File: src/rtl/noc_pkg.sv
// Shared definitions for the mesh router: flit type encodings, the packet
// length field width and the per-port framing state.
package noc_pkg;

   localparam logic [2:0] FLIT_HEADER = 3'b001;
   localparam logic [2:0] FLIT_BODY   = 3'b010;
   localparam logic [2:0] FLIT_TAIL   = 3'b100;

   localparam int LEN_W = 12;

   typedef enum logic {
      IDLE,
      ACTIVE
   } port_state_t;

endpackage

File: src/rtl/sync_fifo.sv
// Synchronous FIFO with full/empty flags. A write is refused while full even
// if a read happens in the same cycle, because there is no fall-through path.
// Reads that arrive while the FIFO is empty are ignored.
module sync_fifo #(
   parameter int WIDTH = 35,
   parameter int DEPTH = 8
) (
   input  logic             clk,
   input  logic             rst,
   input  logic             wr_en,
   input  logic [WIDTH-1:0] wr_data,
   input  logic             rd_en,
   output logic [WIDTH-1:0] rd_data,
   output logic             full,
   output logic             empty
);

   localparam int AW = $clog2(DEPTH);
   localparam int CW = AW + 1;

   logic [WIDTH-1:0] mem [DEPTH];
   logic [AW-1:0]    wrPtr_q, wrPtr_d;
   logic [AW-1:0]    rdPtr_q, rdPtr_d;
   logic [CW-1:0]    count_q, count_d;
   logic             doWrite;
   logic             doRead;

   assign full    = (count_q == CW'(DEPTH));
   assign empty   = (count_q == '0);
   assign doWrite = wr_en && !full;
   assign doRead  = rd_en && !empty;
   assign rd_data = mem[rdPtr_q];

   // Next pointer and occupancy values; a simultaneous write and read leave the count unchanged.
   always_comb begin
      wrPtr_d = wrPtr_q;
      rdPtr_d = rdPtr_q;
      count_d = count_q;
      if (doWrite) begin
         wrPtr_d = wrPtr_q + AW'(1);
      end
      if (doRead) begin
         rdPtr_d = rdPtr_q + AW'(1);
      end
      if (doWrite && !doRead) begin
         count_d = count_q + CW'(1);
      end else if (doRead && !doWrite) begin
         count_d = count_q - CW'(1);
      end
   end

   // Pointer and count registers, cleared by reset so stored entries are forgotten.
   always_ff @(posedge clk) begin
      if (rst) begin
         wrPtr_q <= '0;
         rdPtr_q <= '0;
         count_q <= '0;
      end else begin
         wrPtr_q <= wrPtr_d;
         rdPtr_q <= rdPtr_d;
         count_q <= count_d;
      end
   end

   // Storage array; contents need no reset because the count guards every read.
   always_ff @(posedge clk) begin
      if (doWrite) begin
         mem[wrPtr_q] <= wr_data;
      end
   end

endmodule

File: src/rtl/input_port_buffer.sv
// Per-port input stage of the mesh router. Buffers incoming flits, tracks
// packet framing and presents head flit type, packet length and a request
// to the output-port arbiter. Stray body/tail flits seen outside a packet
// are dropped automatically and flagged on err.
module input_port_buffer
   import noc_pkg::*;
#(
   parameter int DATA_W = 32,
   parameter int DEPTH  = 8
) (
   input  logic              clk,
   input  logic              rst,
   input  logic              in_valid,
   input  logic [2:0]        in_flit_id,
   input  logic [DATA_W-1:0] in_data,
   output logic              in_ready,
   input  logic              rd_en,
   output logic              req,
   output logic [2:0]        flit_id,
   output logic [LEN_W-1:0]  length,
   output logic [DATA_W-1:0] out_data,
   output logic              pkt_done,
   output logic              err
);

   localparam int FW = DATA_W + 3;

   port_state_t      state_q;
   logic [LEN_W-1:0] length_q;
   logic [LEN_W-1:0] remaining_q;
   logic             pktDone_q;
   logic             err_q;

   logic [FW-1:0]     headWord;
   logic              fifoFull;
   logic              fifoEmpty;
   logic [2:0]        headId;
   logic [DATA_W-1:0] headData;
   logic [LEN_W-1:0]  headLen;
   logic              headIsHeader;
   logic              discard;
   logic              pop;

   sync_fifo #(
      .WIDTH(FW),
      .DEPTH(DEPTH)
   ) u_fifo (
      .clk    (clk),
      .rst    (rst),
      .wr_en  (in_valid),
      .wr_data({in_flit_id, in_data}),
      .rd_en  (pop),
      .rd_data(headWord),
      .full   (fifoFull),
      .empty  (fifoEmpty)
   );

   // Head decode, masked to zero while the FIFO is empty.
   always_comb begin
      headId   = 3'b000;
      headData = '0;
      if (!fifoEmpty) begin
         headId   = headWord[DATA_W +: 3];
         headData = headWord[DATA_W-1:0];
      end
   end

   assign headLen      = headData[LEN_W-1:0];
   assign headIsHeader = (headId == FLIT_HEADER);
   assign discard      = (state_q == IDLE) && !fifoEmpty && !headIsHeader;
   assign pop          = !fifoEmpty && (rd_en || discard);

   assign in_ready = !fifoFull;
   assign flit_id  = headId;
   assign out_data = headData;
   assign length   = headIsHeader ? headLen : length_q;
   assign req      = !fifoEmpty && ((state_q == ACTIVE) || headIsHeader);
   assign pkt_done = pktDone_q;
   assign err      = err_q;

   // Framing FSM: follows each popped flit, keeps the packet length and raises done/error pulses.
   always_ff @(posedge clk) begin
      if (rst) begin
         state_q     <= IDLE;
         length_q    <= '0;
         remaining_q <= '0;
         pktDone_q   <= 1'b0;
         err_q       <= 1'b0;
      end else begin
         pktDone_q <= 1'b0;
         err_q     <= 1'b0;
         if (pop) begin
            if (headIsHeader) begin
               length_q <= headLen;
               if (state_q == ACTIVE) begin
                  err_q <= 1'b1;
               end
               if (headLen >= LEN_W'(2)) begin
                  state_q     <= ACTIVE;
                  remaining_q <= headLen - LEN_W'(1);
               end else begin
                  state_q <= IDLE;
               end
            end else if (state_q == IDLE) begin
               err_q <= 1'b1;
            end else if (headId == FLIT_TAIL) begin
               pktDone_q <= 1'b1;
               state_q   <= IDLE;
               if (remaining_q != LEN_W'(1)) begin
                  err_q <= 1'b1;
               end
            end else begin
               if (remaining_q == LEN_W'(1)) begin
                  err_q   <= 1'b1;
                  state_q <= IDLE;
               end else begin
                  remaining_q <= remaining_q - LEN_W'(1);
               end
            end
         end
      end
   end

endmodule

File: config.mk
export PLATFORM = sky130hd
export DESIGN_NAME = input_port_buffer
export DESIGN_NICKNAME = d
export VERILOG_FILES = /design/src/rtl/noc_pkg.sv /design/src/rtl/sync_fifo.sv /design/src/rtl/input_port_buffer.sv
export SDC_FILE = /design/constraint.sdc
export NUM_CORES = 1
export LEC_CHECK = 0
export ABC_AREA = 1
export CAP_MARGIN = 20
export CORE_UTILIZATION = 55
export CTS_CLUSTER_SIZE = 14
export DETAILED_ROUTE_END_ITERATION = 10
export GPL_ROUTABILITY_DRIVEN = 0
export GPL_TIMING_DRIVEN = 0
export PLACE_DENSITY = 0.79
export SLEW_MARGIN = 20
export SYNTH_ARGS = -nofsm -noshare
export SYNTH_HDL_FRONTEND = slang
export SYNTH_HIERARCHICAL = 1
export SYNTH_SLANG_ARGS = --single-unit
File: constraint.sdc
create_clock -name clk -period 6.5 [get_ports clk]
set_input_delay 0.975 -clock clk [delete_from_list [all_inputs] [get_ports clk]]
set_output_delay 0.975 -clock clk [all_outputs]
set_load 0.05 [all_outputs]
* Yosys cells after proc, flatten, opt, wreduce, memory -nomap -nowiden
Memories as Yosys holds them, arrays and structs flattened. A register that Yosys moved wholly into a read port is not among the register bits. Cells that the tools add are included.
Cells by class: add/sub/neg operators 6, order comparisons 1, equality and inequality tests 8, multiplexer cells 26, bitwise operators 2, reduce and logical (&&, ||, !) cells 21
Operators by type and width (count):
- $mux W12 | 6
- $mux W32 | 1
- $sub A12 B1 Y12 const B | 2
- $mux W1 | 14
- $eq A12 B1 Y1 const B | 1
- $ge A12 B2 Y1 const B | 1
- $ne A12 B1 Y1 const B | 1
- $mux W3 | 3
- $logic_and A1 B1 Y1 | 8
- $mux W4 | 2
- $add A3 B1 Y3 const B | 2
- $logic_not A1 Y1 | 5
- $reduce_and A5 Y1 | 1
- $add A4 B1 Y4 const B | 1
- $eq A4 B4 Y1 const B | 1
- $logic_not A4 Y1 | 1
- $ne A2 B2 Y1 const B | 2
- $reduce_bool A2 Y1 | 2
- $reduce_or A4 Y1 | 1
- $sub A4 B1 Y4 const B | 1
- $eq A3 B1 Y1 const B | 1
- $eq A3 B3 Y1 const B | 1
- $logic_or A1 B1 Y1 | 2
- $ne A2 B1 Y1 const B | 1
- 2 further kinds | 3
Word-level totals: register bits after elaboration 37, RAM bits 280, input port bits 39, word-level logic and storage cells 73, memories 1
Memory list:
- u_fifo.mem | words 8, width 35, read ports 1, clocked after Yosys merged registers in 1, wr ports 1, RTL line sync_fifo.sv:21 | logic [WIDTH-1:0] mem [DEPTH];

* Logic depth before layout (Yosys ltp)
depth after elaboration 11, mapped depth 26, mapped depth without buffers 22

* Hierarchy
Netlist, hierarchy kept.
Modules (own cells, without submodules):
- sync_fifo | times used 1, cells an instance 1029, area each 11827.6 um2, seq. area each 8668.3 um2
- input_port_buffer | times used 1, cells an instance 375, area each 2139.6 um2, seq. area each 540.5 um2

* Least setup slack after synthesis
Ideal clock, no wire load.
path type flip-flop to output port, start register with a tool-made name, end output port length[11], data arrival time 2931 ps, required time 5525 ps, path slack 2594 ps, stages on the path, launching flop included 14, cell sequence dfxtp_1 -> buf_4 -> inv_2 -> buf_6 -> clkbuf_2 -> o21ai_1 -> nand2_1 -> nand2_1 -> nand2_1 -> inv_1 -> nor2_4 -> nand2_2 -> buf_1 -> o21ai_0
RTL lines:
- end, declared | RTL line input_port_buffer.sv:20 | output logic [LEN_W-1:0] length,

==> results.py <==
metrics = {
    "outcome": {
        "status": "finished clean",
    },
    "layout": {
        "final_cells": 1886,
        "multiInputGateArea_sq_um": 4120,
        "drive_gt1_share_pct": 8.19,
        "nets": 1588,
        "regArea_sq_um": 9210,
        "final_cell_mix": "nor2_1 (375), edfxtp_1 (280), nand2_1 (274), o21ai_0 (96), o21ai_1 (94)",
        "antennaDiodeCount": 0,
        "area_delta_synth_final_pct": 18.7,
        "nFillCells": 1745,
        "final_common_cell": "nor2_1",
    },
    "detailed_routing": {
        "vias": 10498,
        "vias_per_cell": 5.57,
        "route.detailed.wl_per_inst_um": 18.2,
        "remaining_drc_errors": 0,
        "ant_nets": 0,
        "routed_wl_mm": 34.4,
        "dr.first_iter.drc_count": 1115,
        "first_pass_iters": 5,
    },
    "critical_path": {
        "crit_chain": "buf_2 -> clkinv_1 -> clkbuf_1 -> nand2_1 -> nand2_1 -> inv_1 -> nor2_4 -> nand2_2 -> buf_1 -> nand2_1 -> o21ai_0 -> clkdlybuf4s50_1",
        "crit_type": "reg2out",
        "critPathLaunchType": "flop",
        "cp-end-kind": "output port",
        "crit_required_ns": 5.52,
        "cp_common_cell": "nand2_1",
        "cp_slowest_cell": "clkdlybuf4s50_1",
        "critPathArrivalTime_ns": 4.02,
        "path_max_fanout": 10,
        "critical_path.max_stage_delay_ns": 0.86,
    },
    "run": {
        "drv_cap": 0,
    },
    "timing": {
        "relSlewSlack_pct": 46.9,
        "hold_viol": 0,
        "setup_viol": 0,
        "drv_slew": 0,
        "worst_slew_pin_slew_ns": 0.795,
        "clock_skew_ns": 0.0276,
        "setup_tns_ns": 0,
        "fin_crit_ns": 4.99,
        "post-route-period-util_pct": 76.8,
        "setup_slack_ns": 1.51,
        "rsz0062_at_grt": "false",
        "fmax_mhz": 200,
    },
    "grt": {
        "antenna_found_initial": 0,
        "grt_usage_pct": 26.8,
        "grt_first_pass_wirelength_mm": 53.8,
        "first_global_vias": 10369,
        "overflow": 0,
        "grt_max_degree": 21,
    },
    "clock_tree": {
        "postCtsHoldBufs": 0,
        "clk_pin_slew_worst_paths_ns": 0.06,
        "h-tree-depth": 2,
        "clock_sinks": 320,
        "cts_resized": 0,
        "tritoncts": "built",
        "cts_buffers": 34,
        "cts_root_buffer": "clkbuf_16",
        "clock_latency_ns": 0.52,
        "ctsLongestPathBuffers": 3,
        "post_cts_buffers": 0,
    },
    "floorplan": {
        "initial_core_util_pct": 56.8,
        "fp-row-count": 57,
        "die_h_um": 161,
        "dieArea_sq_um": 26000,
        "io_pins": 90,
        "die_w_um": 161,
        "core_area_sq_um": 24600,
    },
    "synthesis": {
        "synth_nets": 1454,
        "syn_area_per_cell_sq_um": 9.95,
        "yosysWarnings": 6,
        "syn_inst": 1404,
        "netlist_area_sq_um": 14000,
        "synth.lib_cells_used.distinct": 37,
        "synth_seq_cells": 320,
        "yosysSeqAreaShare_pct": 65.9,
    },
    "hold_path": {
        "hold_path.class": "reg2reg",
    },
    "power": {
        "p_leak_nw": 6.46,
        "power.density_nw_per_um2": 487,
        "ir_drop_v": 0.000336,
    },
    "place": {
        "io_buffers": 89,
        "dp.cells": 1826,
        "post-dp-hpwl_mm": 22.0,
        "dp_slack_ns": 2.13,
    },
}
-- cells in the mapped netlist (all sizes together) --
cell type	number	area, sq um
o211ai	1	7.51
a211oi	1	7.51
a21oi	15	75.1
ha	10	125
nand2	287	1120
clkbuf	23	92.6
o21bai	1	7.51
a31oi	1	6.26
fa	1	20.0
mux2i	1	10.0
buf	44	315
xnor2	1	8.76
xor2	5	43.8
nor3	4	20.0
o21ai	190	951
inv	77	292
nor4	1	6.26
clkinv	1	3.75
nand4	1	6.26
dfxtp	40	801
nor2	387	1470
nand3	30	150
a21boi	1	11.3
edfxtp	280	8410
or2	1	6.26
-- cells by family after synthesis --
group                    share of synthesized area (%)
XOR/XNOR                                         0.376
buffers and inverters                             5.03
AND/OR/NAND/NOR                                   19.9
AO/OA/AOI/OAI                                     7.63
adder cells (fa/ha/maj)                           1.04
flip-flops                                        65.9
multiplexers                                    0.0717
-- stage by stage --
step	util [%]	power (W)	hold WS [ns]	area [sq um]
floorplan	-	0.00513	0.450	14000
global placement	62.0	0.00613	0.466	15300
detailed placement	63.3	0.00626	0.474	15600
CTS	67.4	0.00805	0.491	16600
global route	67.4	0.00851	0.521	16600
finish	67.4	0.00807	0.487	16600
-- flip-flops by register name (all words and copies together) (netlist names), named ones only --
name and cells:
length_q 12, state_q 1, u_fifo/mem 280, remaining_q 12, err 1, pkt_done 1, u_fifo/rdPtr_q 3, u_fifo/wrPtr_q 3
u_fifo/count_q 4
-- cell type report --
class                           count  area share [%]
Multi-Input combinational cell    939            24.8
Timing Repair Buffer               98            6.82
Tap cell                          324            2.44
Buffer                             67            2.46
Sequential cell                   320            55.5
Inverter                           78            1.78
Clock inverter                     18           0.823
Clock buffer                       42            5.31
-- power by group --
part           switching, W  internal (W)  leakage, nW  total [W]
clock              0.000777       0.00101        0.496    0.00179
sequential        0.0000697       0.00241         2.87    0.00248
combinational       0.00263       0.00117         3.10    0.00380
total               0.00348       0.00459         6.46    0.00807
-- layer usage --
layer	part of all wire (%)	GRT usage, %	vias up
li1	-	-	4937
met1	40	34.6	4973
met2	50	46.6	513
met3	7.7	3.88	75
met4	2.6	9.09	0
met5	0	0	-
-- path summary, 6_finish.rpt --
check                                      from                end  slack (ns)  depth (start not counted)
worst min-delay path            remaining_q[11]    remaining_q[11]        0.49                          2
worst min register to register  remaining_q[11]    remaining_q[11]        0.49                          2
worst max register to register             flop  u_fifo/count_q[3]        2.11                         20
worst max-delay path                       flop          length[7]        1.51                         12
-- critical path, delay by kind of cell, from the launching register on --
| family | cells | cell delay (ns) |
|---|---|---|
| DFF | 1 | 0.31 |
| buffers and inverters | 6 | 2.44 |
| AOI/OAI and AO/OA | 1 | 0.14 |
| and+or+nand+nor | 5 | 0.61 |
No activity file was read; power rests on OpenSTA's default activity.
